[src/rtl/fetch_stage.sv]
// Instruction fetch stage with IF/ID register, one-entry skid buffer and branch/jump redirect.
// Optional perf counters (fetch_count, flush_count) enabled by defining FETCH_PERF_CNT_EN.
module fetch_stage #(
  parameter logic [31:0] RESET_PC = 32'h0000_0000
) (
  input  logic        clk,
  input  logic        rst_n,
  output logic        imem_req,
  output logic [31:0] imem_addr,
  input  logic [31:0] imem_rdata,
  input  logic        imem_ack,
  input  logic        stall,
  input  logic        branch_eq,
  input  logic        branch_neq,
  input  logic        jump,
  input  logic        alu_zero,
  output logic [31:0] instr_out,
  output logic [31:0] pc_plus4_out,
  output logic        instr_valid,
  output logic [5:0]  opcode
`ifdef FETCH_PERF_CNT_EN
  ,
  output logic [31:0] fetch_count,
  output logic [31:0] flush_count
`endif
);

  typedef enum logic [1:0] {FETCH, HOLD, DRAIN} fetchStateT;

  fetchStateT  stateReg;
  logic        reqReg;
  logic [31:0] addrReg;
  logic [31:0] targetReg;
  logic [31:0] skidReg;
  logic [31:0] instrReg;
  logic [31:0] pcPlus4Reg;
  logic        validReg;

  logic        takeBranch;
  logic        redirect;
  logic        accept;
  logic [31:0] branchTarget;
  logic [31:0] jumpTarget;
  logic [31:0] redirectTarget;

  always_comb begin
    takeBranch     = (branch_eq & alu_zero) | (branch_neq & ~alu_zero);
    redirect       = validReg & ~stall & (takeBranch | jump);
    branchTarget   = pcPlus4Reg + {{14{instrReg[15]}}, instrReg[15:0], 2'b00};
    jumpTarget     = {pcPlus4Reg[31:28], instrReg[25:0], 2'b00};
    redirectTarget = jump ? jumpTarget : branchTarget;
    // A new word enters IF/ID either straight from memory or from the skid buffer.
    accept         = ~stall & ~redirect &
                     (((stateReg == FETCH) & imem_ack) | (stateReg == HOLD));
  end

  always_ff @(posedge clk) begin
    if (!rst_n) begin
      stateReg   <= FETCH;
      reqReg     <= 1'b1;
      addrReg    <= RESET_PC;
      targetReg  <= RESET_PC;
      skidReg    <= 32'h0;
      instrReg   <= 32'h0;
      pcPlus4Reg <= 32'h0;
      validReg   <= 1'b0;
    end else begin
      // IF/ID update: bubble on redirect or when decode drains it with nothing new.
      if (redirect) begin
        instrReg <= 32'h0;
        validReg <= 1'b0;
      end else if (accept) begin
        instrReg   <= (stateReg == HOLD) ? skidReg : imem_rdata;
        pcPlus4Reg <= addrReg + 32'd4;
        validReg   <= 1'b1;
      end else if (!stall) begin
        instrReg <= 32'h0;
        validReg <= 1'b0;
      end

      case (stateReg)
        FETCH: begin
          if (redirect) begin
            if (imem_ack) begin
              addrReg <= redirectTarget;
            end else begin
              targetReg <= redirectTarget;
              stateReg  <= DRAIN;
            end
          end else if (imem_ack) begin
            if (stall) begin
              skidReg  <= imem_rdata;
              reqReg   <= 1'b0;
              stateReg <= HOLD;
            end else begin
              addrReg <= addrReg + 32'd4;
            end
          end
        end
        HOLD: begin
          if (redirect) begin
            addrReg  <= redirectTarget;
            reqReg   <= 1'b1;
            stateReg <= FETCH;
          end else if (!stall) begin
            addrReg  <= addrReg + 32'd4;
            reqReg   <= 1'b1;
            stateReg <= FETCH;
          end
        end
        DRAIN: begin
          // The stale request must complete before the target can be requested.
          if (imem_ack) begin
            addrReg  <= targetReg;
            stateReg <= FETCH;
          end
        end
        default: stateReg <= FETCH;
      endcase
    end
  end

  assign imem_req     = reqReg;
  assign imem_addr    = addrReg;
  assign instr_out    = instrReg;
  assign pc_plus4_out = pcPlus4Reg;
  assign instr_valid  = validReg;
  assign opcode       = instrReg[31:26];

`ifdef FETCH_PERF_CNT_EN
  logic [31:0] fetchCntReg;
  logic [31:0] flushCntReg;

  always_ff @(posedge clk) begin
    if (!rst_n) begin
      fetchCntReg <= 32'h0;
      flushCntReg <= 32'h0;
    end else begin
      if (accept)   fetchCntReg <= fetchCntReg + 32'd1;
      if (redirect) flushCntReg <= flushCntReg + 32'd1;
    end
  end

  assign fetch_count = fetchCntReg;
  assign flush_count = flushCntReg;
`endif

endmodule
[config.mk]
export PLATFORM = sky130hd
export DESIGN_NAME = fetch_stage
export DESIGN_NICKNAME = d
export VERILOG_FILES = /design/src/rtl/fetch_stage.sv
export SDC_FILE = /design/constraint.sdc
export NUM_CORES = 1
export LEC_CHECK = 0
export BUFFER_PORTS_ARGS = -buffer_cell sky130_fd_sc_hd__buf_2
export CAP_MARGIN = 15
export CORE_MARGIN = 1.5
export CORE_UTILIZATION = 59
export CTS_BUF_LIST = sky130_fd_sc_hd__clkbuf_4
export CTS_CLUSTER_SIZE = 28
export DETAILED_ROUTE_END_ITERATION = 12
export GPL_ROUTABILITY_DRIVEN = 1
export PLACE_DENSITY = 0.8
export SYNTH_ARGS = -nofsm -noshare
export SYNTH_HDL_FRONTEND = slang
export SYNTH_SLANG_ARGS = --single-unit
[constraint.sdc]
create_clock -name clk -period 3.3 [get_ports clk]
set_input_delay 0.33 -clock clk [delete_from_list [all_inputs] [get_ports clk]]
set_output_delay 0.33 -clock clk [all_outputs]
set_load 0.01 [all_outputs]
; Word level (Yosys, flattened, before mapping)
; Cells that the tools add are included.
[word_totals]
ff_bits = 164
latch_bits = 0
mem_bits_rw = 0
rom_bits = 0
in_bits = 40
output_inout_bits = 104
word_cells = 73
memories = 0
[op_classes]
addsub = 2
n_mul = 0
div_mod_pow = 0
order_cmp = 0
eq_ne = 11
n_shift = 0
muxes = 27
n_bitwise = 15
n_reduce_logical = 10
[ops]
columns = op, count
row1 = 32-bit two-way mux, 10
row2 = 32-bit one-hot mux with 3 select lines, 1
row3 = 32-bit by 3-bit adder with 32-bit output (second input constant), 1
row4 = 32-bit adder, 1
row5 = 2-bit two-way mux, 7
row6 = 3-bit != test (second input constant), 4
row7 = 5-bit AND reduction, 2
row8 = 2-bit != test (second input constant), 4
row9 = 1-bit bitwise AND, 7
row10 = 1-bit two-way mux, 7
row11 = 2-bit one-hot mux with 3 select lines, 1
row12 = 3-bit AND reduction, 2
row13 = 1-bit inverter, 5
row14 = 4-bit AND reduction, 1
row15 = 1-bit OR, 3
row16 = 3-bit nonzero test, 1
row17 = 2-bit by 1-bit equality test with 1-bit output (second input constant), 1
row18 = 2-bit equality test (second input constant), 1
row19 = 2-bit logical NOT, 1
row20 = 2-bit by 1-bit != test with 1-bit output (second input constant), 1
row21 = 1-bit one-hot mux with 2 select lines, 1
row22 = 2-bit AND reduction, 1
row23 = 2-bit nonzero test, 1
row24 = 2-bit OR reduction, 1

; Logic depth before layout (Yosys ltp)
; Gate-level depths: netlist of run 1.
[logic_depth]
ltp_word = 9
depth_mapped = 11
mapped_depth_nobuf = 11

; Worst setup path before layout of run 1
; Ideal clock, no wire load.
[synth_timing]
path_kind = register -> register
from = register instrReg[15], in the netlist instr_out[15]
to = register targetReg[31]
setup_time_ns = 0.133
arrival_time_ns = 2.615
t_required_ns = 3.167
setup_slack_ns = 0.552
path_stages_with_launch = 12
path_buffers = 1
period_less_slack_ns = 2.748
cell_sequence = dfxtp_1 -> ha_1 -> clkbuf_1 -> inv_1 -> o21bai_1 -> a21o_1 -> a211oi_1 -> o21ai_1 -> a21oi_1 -> mux2_1 -> xnor2_1 -> a21oi_1
[synth_via]
elab_chain_len = 2
[synth_lines]
columns = element, line_no
row1 = start: declaration, 35  ; logic [31:0] instrReg;
row2 = start signal: assignment, 73  ; instrReg <= (stateReg == HOLD) ? skidReg : imem_rdata;
row3 = 32-bit adder, 49  ; branchTarget = pcPlus4Reg + {{14{instrReg[15]}}, instrReg[15:0], 2'b00};
row4 = 32-bit two-way mux, 51  ; redirectTarget = jump ? jumpTarget : branchTarget;
row5 = end signal: assignment, 87  ; targetReg <= redirectTarget;
row6 = end: declaration, 33  ; logic [31:0] targetReg;
; Every way passes these cells.
; A chain may end at the register's enable or synchronous reset.

; Worst setup path in the final report of run 1
[layout_timing]
from = register instrReg[0], in the netlist instr_out[0]
to = register addrReg[24], in the netlist imem_addr[24]
[layout_via]
elab_chain_len = 5
elab_cells_between_ends = 6
classes_between = 1 x add/sub / 5 x mux
[layout_lines]
columns = element, line_no
row1 = 32-bit adder *, 49
row2 = 32-bit two-way mux *, 51
row3 = 32-bit two-way mux, 84  ; if (imem_ack) begin
row4 = 32-bit two-way mux, 83  ; if (redirect) begin
row5 = 32-bit one-hot mux with 3 select lines *, 81  ; case (stateReg)
row6 = end signal: assignment, 85  ; addrReg <= redirectTarget;
row7 = end signal: assignment, 96  ; addrReg <= addrReg + 32'd4;
row8 = end signal: assignment, 102  ; addrReg <= redirectTarget;
row9 = end: declaration, 32  ; logic [31:0] addrReg;
; Every way passes the cells marked *; elsewhere a longest branch is shown, timed or not. The select of a mux whose other input is x is not followed.

==> results.yml, run 1 <==
logic_synthesis:
  async_flop_share: 0
  synth_edf_count: 0
  muxShareOfSynthArea: 0.01032
  synth_top_area_frac: 0.3609
  yosysSeqAreaShare: 0.3609
  yosysMostFrequentCell: "nand2_1"
  synth_top_family_by_area: "compound AO/OA/AOI/OAI gates"
  postSynthAreaPerCell_um2: 7.371
  synthAdderAreaFrac: 0.04347
  ys_ff_latch: 164
  syn_nets: 1305
  synth_compound_area_frac: 0.2605
  synth-simple-area-share: 0.2290
  yosys_warnings: 0
  synth_xor_area_frac: 0.05007
  yosys.area.top_type: "dfxtp_1"
  yosys-top-cells-count: "nand2_1, a21oi_1, dfxtp_1"
  syn_inst: 1234
  yosysUniqueCellTypes: 64
  syn_area_um2: 9096
  yosys-top-cells-area: "dfxtp_1, a21oi_1, nand2_1"
  ys.flop_type: "dfxtp_1"
placed_design:
  io_buffers: 143
  place_congestion: 0.9463
  dp_hpwl_um: 18880
floorplanning:
  ios: 144
  fp.dieW_um: 127.2
  die_area_um2: 16170
  fp-row-count: 45
  coreArea_um2: 15150
  die_y_um: 127.2
  start_util: 0.6006
hold_path:
  hold_end: "stateReg[0]$_SDFFE_PN0P_"
  worstHoldPathType: "in -> reg"
  min_from: "imem_ack"
  whs_path_depth: 3
cts:
  clk_pin_slew_worst_paths_ns: 0.14
  postCtsSetupRepairBufs: 0
  clock_latency_ns: 0.59
  clock-sinks: 164
  cts_tree: "yes"
  cts_made_buffers: 17
  cts-root-buf: "clkbuf_4"
  cts_max_level: 4
  clk_path_buf_depth: 2
routing:
  route.met2.wl_um: 12600
  route.detailed.drc: 0
  top_layer_used: "met4"
  dr.first_iter.drc_count: 984
  viasPerCell: 6.111
  wl_per_cell_um: 17.82
  dr.pass1.iters: 8
  vias: 9563
  drt-met1-wl_um: 12180
  final_antenna_net_count: 0
  wl_met3_um: 2373
  wirelength_um: 27890
power_and_ir_drop:
  finalPower_uw: 4113
  p_comb_frac: 0.203
  internal_power_uw: 2719
  switching_share: 0.3388
  power.density_nw_per_um2: 391.9
  p_seq_frac: 0.533
  p_leak_uw: 0.004392
  p_clk_frac: 0.264
  peakVddDrop_mv: 0.3616
  p_sw_uw: 1393
critical_path:
  critPathMaxFanout: 4
  rrSetupSlack_ns: 0.30
  worstReg2RegEnd: "imem_addr[24]$_SDFFE_PN0P_"
  slowest_delay_ns: 0.43
  reg2regPathDepth: 11
  required_ns: 3.76
  cp_cell_sequence: "ha_1 -> fa_1 -> a211oi_1 -> o21ai_1 -> o2111ai_2 -> a21o_1 -> a21oi_1 -> a31oi_1 -> xnor2_1 -> a211o_1 -> o2bb2ai_1"
  r2r-start: "instr_out[0]$_SDFFE_PP0P_"
  crit_path_end_kind: "flip-flop"
  cp_slowest_cell: "fa_1"
  worst-setup-path-type: "reg -> reg"
  arrival_ns: 3.46
  critPathLaunchType: "flip-flop"
layout:
  drive_gt1_frac: 0.1634
  diodes: 0
  synthToLayoutAreaGrowth_pct: 15.38
  nets: 1435
  fill_cells: 1308
timing:
  slew_violations: 0
  worst_pin_slew_ns: 0.7497
  tns_ns: 0
  rsz0062_at_grt: "false"
  max_freq_mhz: 333.4
  finalSetupViolCount: 0
  hold_viol: 0
  fin_crit_sh: 0.9088
  slew_headroom: 0.5002
  fin_crit_ns: 2.999
  finClkSkew_ns: 0.02665
grt:
  grt_max_degree: 102
  grt_pass1_wl_um: 44690
  grt-ovfl-total: 0
  antenna_found_initial: 0
  grt_pass1_vias: 8715
  track_usage: 0.3452
outcome:
  status: "finished, final reports clean"
run:
  drv_cap: 0
==> critical path: cells and delay by family (launching register included) <==
family          cells  cell delay [ns]
fa+ha+maj           2             0.67
flops               1             0.36
xor+xnor            1             0.10
compound gates      8             1.71
==> layout make-up <==
class / instances / area [µm²] / share of cell area
clock buffers: 18 / 135.1 / 0.01288
clock inverters: 14 / 105.1 / 0.01001
inverters: 9 / 33.78 / 0.003219
multi-input cells: 967 / 5416 / 0.5161
flip-flops and latches: 164 / 3283 / 0.3128
well taps: 188 / 235.2 / 0.02241
repair buffers: 205 / 1286 / 0.1226
==> per-stage QoR <==
stage | utilization | cells | area (µm²) | hold WS (ns) | setup slack [ns]
CTS | 0.6929 | 1565 | 10500 | 0.03491 | 0.3214
finish | 0.6929 | 1565 | 10500 | 0.07009 | 0.3009
global route | 0.6929 | 1565 | 10500 | 0.06237 | 0.1008
floorplan | - | 1234 | 9096 | 0.4276 | 0.5521
global placement | 0.6559 | 1501 | 9935 | 0.4346 | 0.4039
detailed placement | 0.6559 | 1501 | 9935 | 0.4441 | 0.3658
==> worst max-delay path by stage <==
stage,startpoint,to,slack [ns],depth (start not counted)
after global routing,instr_out[0]$_SDFFE_PP0P_,imem_addr[24]$_SDFFE_PN0P_,0.10,11
after CTS,instr_out[0]$_SDFFE_PP0P_,imem_addr[24]$_SDFFE_PN0P_,0.32,11
after floorplan,instr_out[15]$_SDFFE_PP0P_,targetReg[31]$_SDFFE_PN0P_,0.55,11
final,instr_out[0]$_SDFFE_PP0P_,imem_addr[24]$_SDFFE_PN0P_,0.30,11
after global placement,instr_out[0]$_SDFFE_PP0P_,imem_addr[24]$_SDFFE_PN0P_,0.40,11
after detailed placement,instr_out[0]$_SDFFE_PP0P_,imem_addr[24]$_SDFFE_PN0P_,0.37,11
==> flip-flops by register name, indices dropped and copies added, names as in the netlist <==
register and flops:
imem_addr 32, instr_out 32, pc_plus4_out 32, skidReg 32
targetReg 32, stateReg 2, imem_req 1, instr_valid 1
==> kinds of logic after synthesis <==
| family | after synthesis |
|---|---|
| XOR/XNOR | 52 |
| AO/OA/AOI/OAI | 399 |
| adder cells (fa/ha/maj) | 31 |
| AND/OR/NAND/NOR | 476 |
| buffers and inverters | 103 |
| multiplexers | 9 |
| flip-flops | 164 |
==> repair_timing <==
action | in CTS | in global routing
resized for setup | 0 | 0
hold endpoints to repair | 32 | 0
hold buffers | 32 | 0
==> power groups by stage <==
stage / logic, µW / clock network, µW / registers, µW
CTS: 822 / 1090 / 2190
floorplan: 506 / 0 / 2240
global placement: 777 / 0 / 2230
global route: 921 / 1190 / 2210
finish: 835 / 1080 / 2190
detailed placement: 789 / 0 / 2230
==> cell usage in the layout, fill, tap and decap left out, types with 24 or more instances in the layout <==
master and count:
buf_4 28, nand3_1 24, a21oi_1 200, xnor2_1 24, ha_1 30, dlygate4sd3_1 32
buf_2 143, dfxtp_1 164, nand2_1 213, a211oi_1 40, xor2_1 28, nor2_1 142
o21ai_0 52
==> layer usage <==
| metal | up-vias | global-route usage |
|---|---|---|
| li1 | 4589 | - |
| met1 | 4471 | 0.4760 |
| met2 | 438 | 0.5448 |
| met3 | 65 | 0.06365 |
| met4 | 0 | 0.1210 |
| met5 | - | 0 |
No activity file was read; power rests on OpenSTA's default activity.
==> run 2, diff against run 1 <==
- clock period: 3.3 -> 2.85 ns (I/O delays scaled with it)
==> run 2 against run 1 <==
Against the previous run:
- cell count rose by 1.6%
- critical path depth did not move
- largest cell class unchanged
- register-to-register slack got worse by 0.19 ns
- fmax rose by 9.6%
- highest routed layer unchanged
- clock-buffer cell count rose by 2
- power rose by 20%
==> results.yml, run 2 (synthesized netlist as in run 1, its figures left out) <==
layout:
  synthToLayoutAreaGrowth_pct: 18.64
  finalNonFillerCells: 1590
  layout_commonest_cell: "nand2_1"
  layout_common_cells: "nand2_1, a21oi_1, dfxtp_1"
  drive_gt1_frac: 0.1899
  fin_area_um2: 10790
  nets: 1459
routing:
  route.detailed.drc: 0
  vias: 9859
  viasPerCell: 6.201
  dr.pass1.iters: 7
  final_antenna_net_count: 0
  wirelength_um: 28700
  wl_per_cell_um: 18.05
  dr.first_iter.drc_count: 1060
critical_path:
  crit_path_end_kind: "flip-flop"
  critical_path_buf_inv_count: 0
  critPathLaunchType: "flip-flop"
  cp_top_family: "compound AO/OA/AOI/OAI gates"
  worst-setup-path-type: "reg -> reg"
  cp.depth: 11
  slowest_delay_ns: 0.37
  arrival_ns: 3.19
  reg2regPathDepth: 11
  critPathMaxFanout: 4
  required_ns: 3.30
  cp_slowest_cell: "fa_2"
  cp_cell_sequence: "ha_2 -> fa_2 -> a211oi_1 -> o21ai_1 -> o2111ai_2 -> a21o_1 -> a21oi_2 -> a31oi_1 -> xnor2_1 -> a211o_1 -> o2bb2ai_1"
power_and_ir_drop:
  peakVddDrop_mv: 0.4376
  power.density_nw_per_um2: 455.9
  p_leak_uw: 0.004547
grt:
  track_usage: 0.3526
  grt-ovfl-total: 0
  grt_max_degree: 102
  grt_pass1_vias: 8806
  grt_pass1_wl_um: 45360
  antenna_found_initial: 1
run:
  drv_cap: 0
cts:
  cts_tree: "yes"
  clk_pin_slew_worst_paths_ns: 0.15
  clock-sinks: 164
  cts_made_buffers: 17
  cts-root-buf: "clkbuf_4"
  postCtsSetupRepairBufs: 0
  clock_latency_ns: 0.59
  clk_path_buf_depth: 2
  cts_max_level: 4
timing:
  finClkSkew_ns: 0.02988
  hold_viol: 0
  finalSetupViolCount: 0
  slew_violations: 0
  slew_headroom: 0.5612
  fin_crit_ns: 2.736
  rsz0062_at_grt: "true"
  worst_pin_slew_ns: 0.6557
  hold_ws_ns: 0.03407
  fin_crit_sh: 0.9601
  max_freq_mhz: 365.4
outcome:
  status: "finished, final reports clean"
floorplanning:
  fp.dieW_um: 127.2
  fp-row-count: 45
  coreArea_um2: 15150
  start_util: 0.6006
  die_y_um: 127.2
  die_area_um2: 16170
  ios: 144
placed_design:
  io_buffers: 143
  dpl_cell_area_um2: 10140
  dp_hpwl_um: 19570
  place_congestion: 0.9390
  dp.cells: 1525
hold_path:
  whs_path_depth: 3
  worstHoldPathType: "in -> reg"
==> run 2: changes by cell type in the layout (fill, tap and decap cells not counted), sizes merged <==
cell / previous run / this run
buf: 173 / 197
diode: 0 / 1
bufinv: 0 / 1
clkbuf: 18 / 20
inv: 13 / 14
clkinv: 9 / 5
==> run 2: where the power goes <==
part           leakage, µW  switching (µW)  internal [µW]
combinational      0.00306             618            401
clock             0.000148             888            478
sequential         0.00134             124           2410
==> run 2: through the flow <==
step | util | setup TNS (ns) | power (µW) | setup WS [ns]
3_5_place_dp | 0.6695 | 0 | 3533 | 0.04652
2_1_floorplan | - | 0 | 3175 | 0.1021
6_report | 0.7125 | 0 | 4920 | 0.1136
5_1_grt | 0.7125 | -0.04605 | 5135 | -0.04605
3_3_place_gp | 0.6695 | 0 | 3515 | 0.07164
4_1_cts | 0.7084 | 0 | 4896 | 0.002927
==> run 2: worst paths after layout <==
kind                              from                         end  slack (ns)
max          instr_out[0]$_SDFFE_PP0P_  imem_addr[24]$_SDFFE_PN0P_        0.11
min                           imem_ack    stateReg[0]$_SDFFE_PN0P_        0.03
max reg2reg  instr_out[0]$_SDFFE_PP0P_  imem_addr[24]$_SDFFE_PN0P_        0.11
min reg2reg    skidReg[5]$_SDFFE_PN0P_     skidReg[5]$_SDFFE_PN0P_        0.47
==> run 2: area by class of cell <==
type	instances	area (µm²)
Antenna cell	1	2.502
Clock buffer	20	150.1
Clock inverter	12	118.9
Fill cell	1275	4354
Inverter	9	33.78
Multi-Input combinational cell	967	5473
Sequential cell	164	3287
Tap cell	188	235.2
Timing Repair Buffer	229	1491
==> run 2: timing repair <==
action / in CTS / in global routing
gates resized for setup: 0 / 16
hold endpoints to repair: 32 / 0
hold buffers: 32 / 0
endpoints found under the setup margin: 0 / 17
==> run 2: worst register-to-register path, stage by stage, from the launching register on <==
cell and delay, ns:
dfxtp_1 0.35, ha_2 0.21, fa_2 0.37, a211oi_1 0.24
o21ai_1 0.14, o2111ai_2 0.24, a21o_1 0.21, a21oi_2 0.11
a31oi_1 0.23, xnor2_1 0.10, a211o_1 0.30, o2bb2ai_1 0.12
==> run 2: per-layer routing <==
layer / GRT usage / routed length [µm] / share of wire
met5: 0 / 0 / 0
met4: 0.1337 / 876 / 0.031
met3: 0.07035 / 2786 / 0.097
met2: 0.5361 / 12840 / 0.45
met1: 0.4962 / 12190 / 0.42
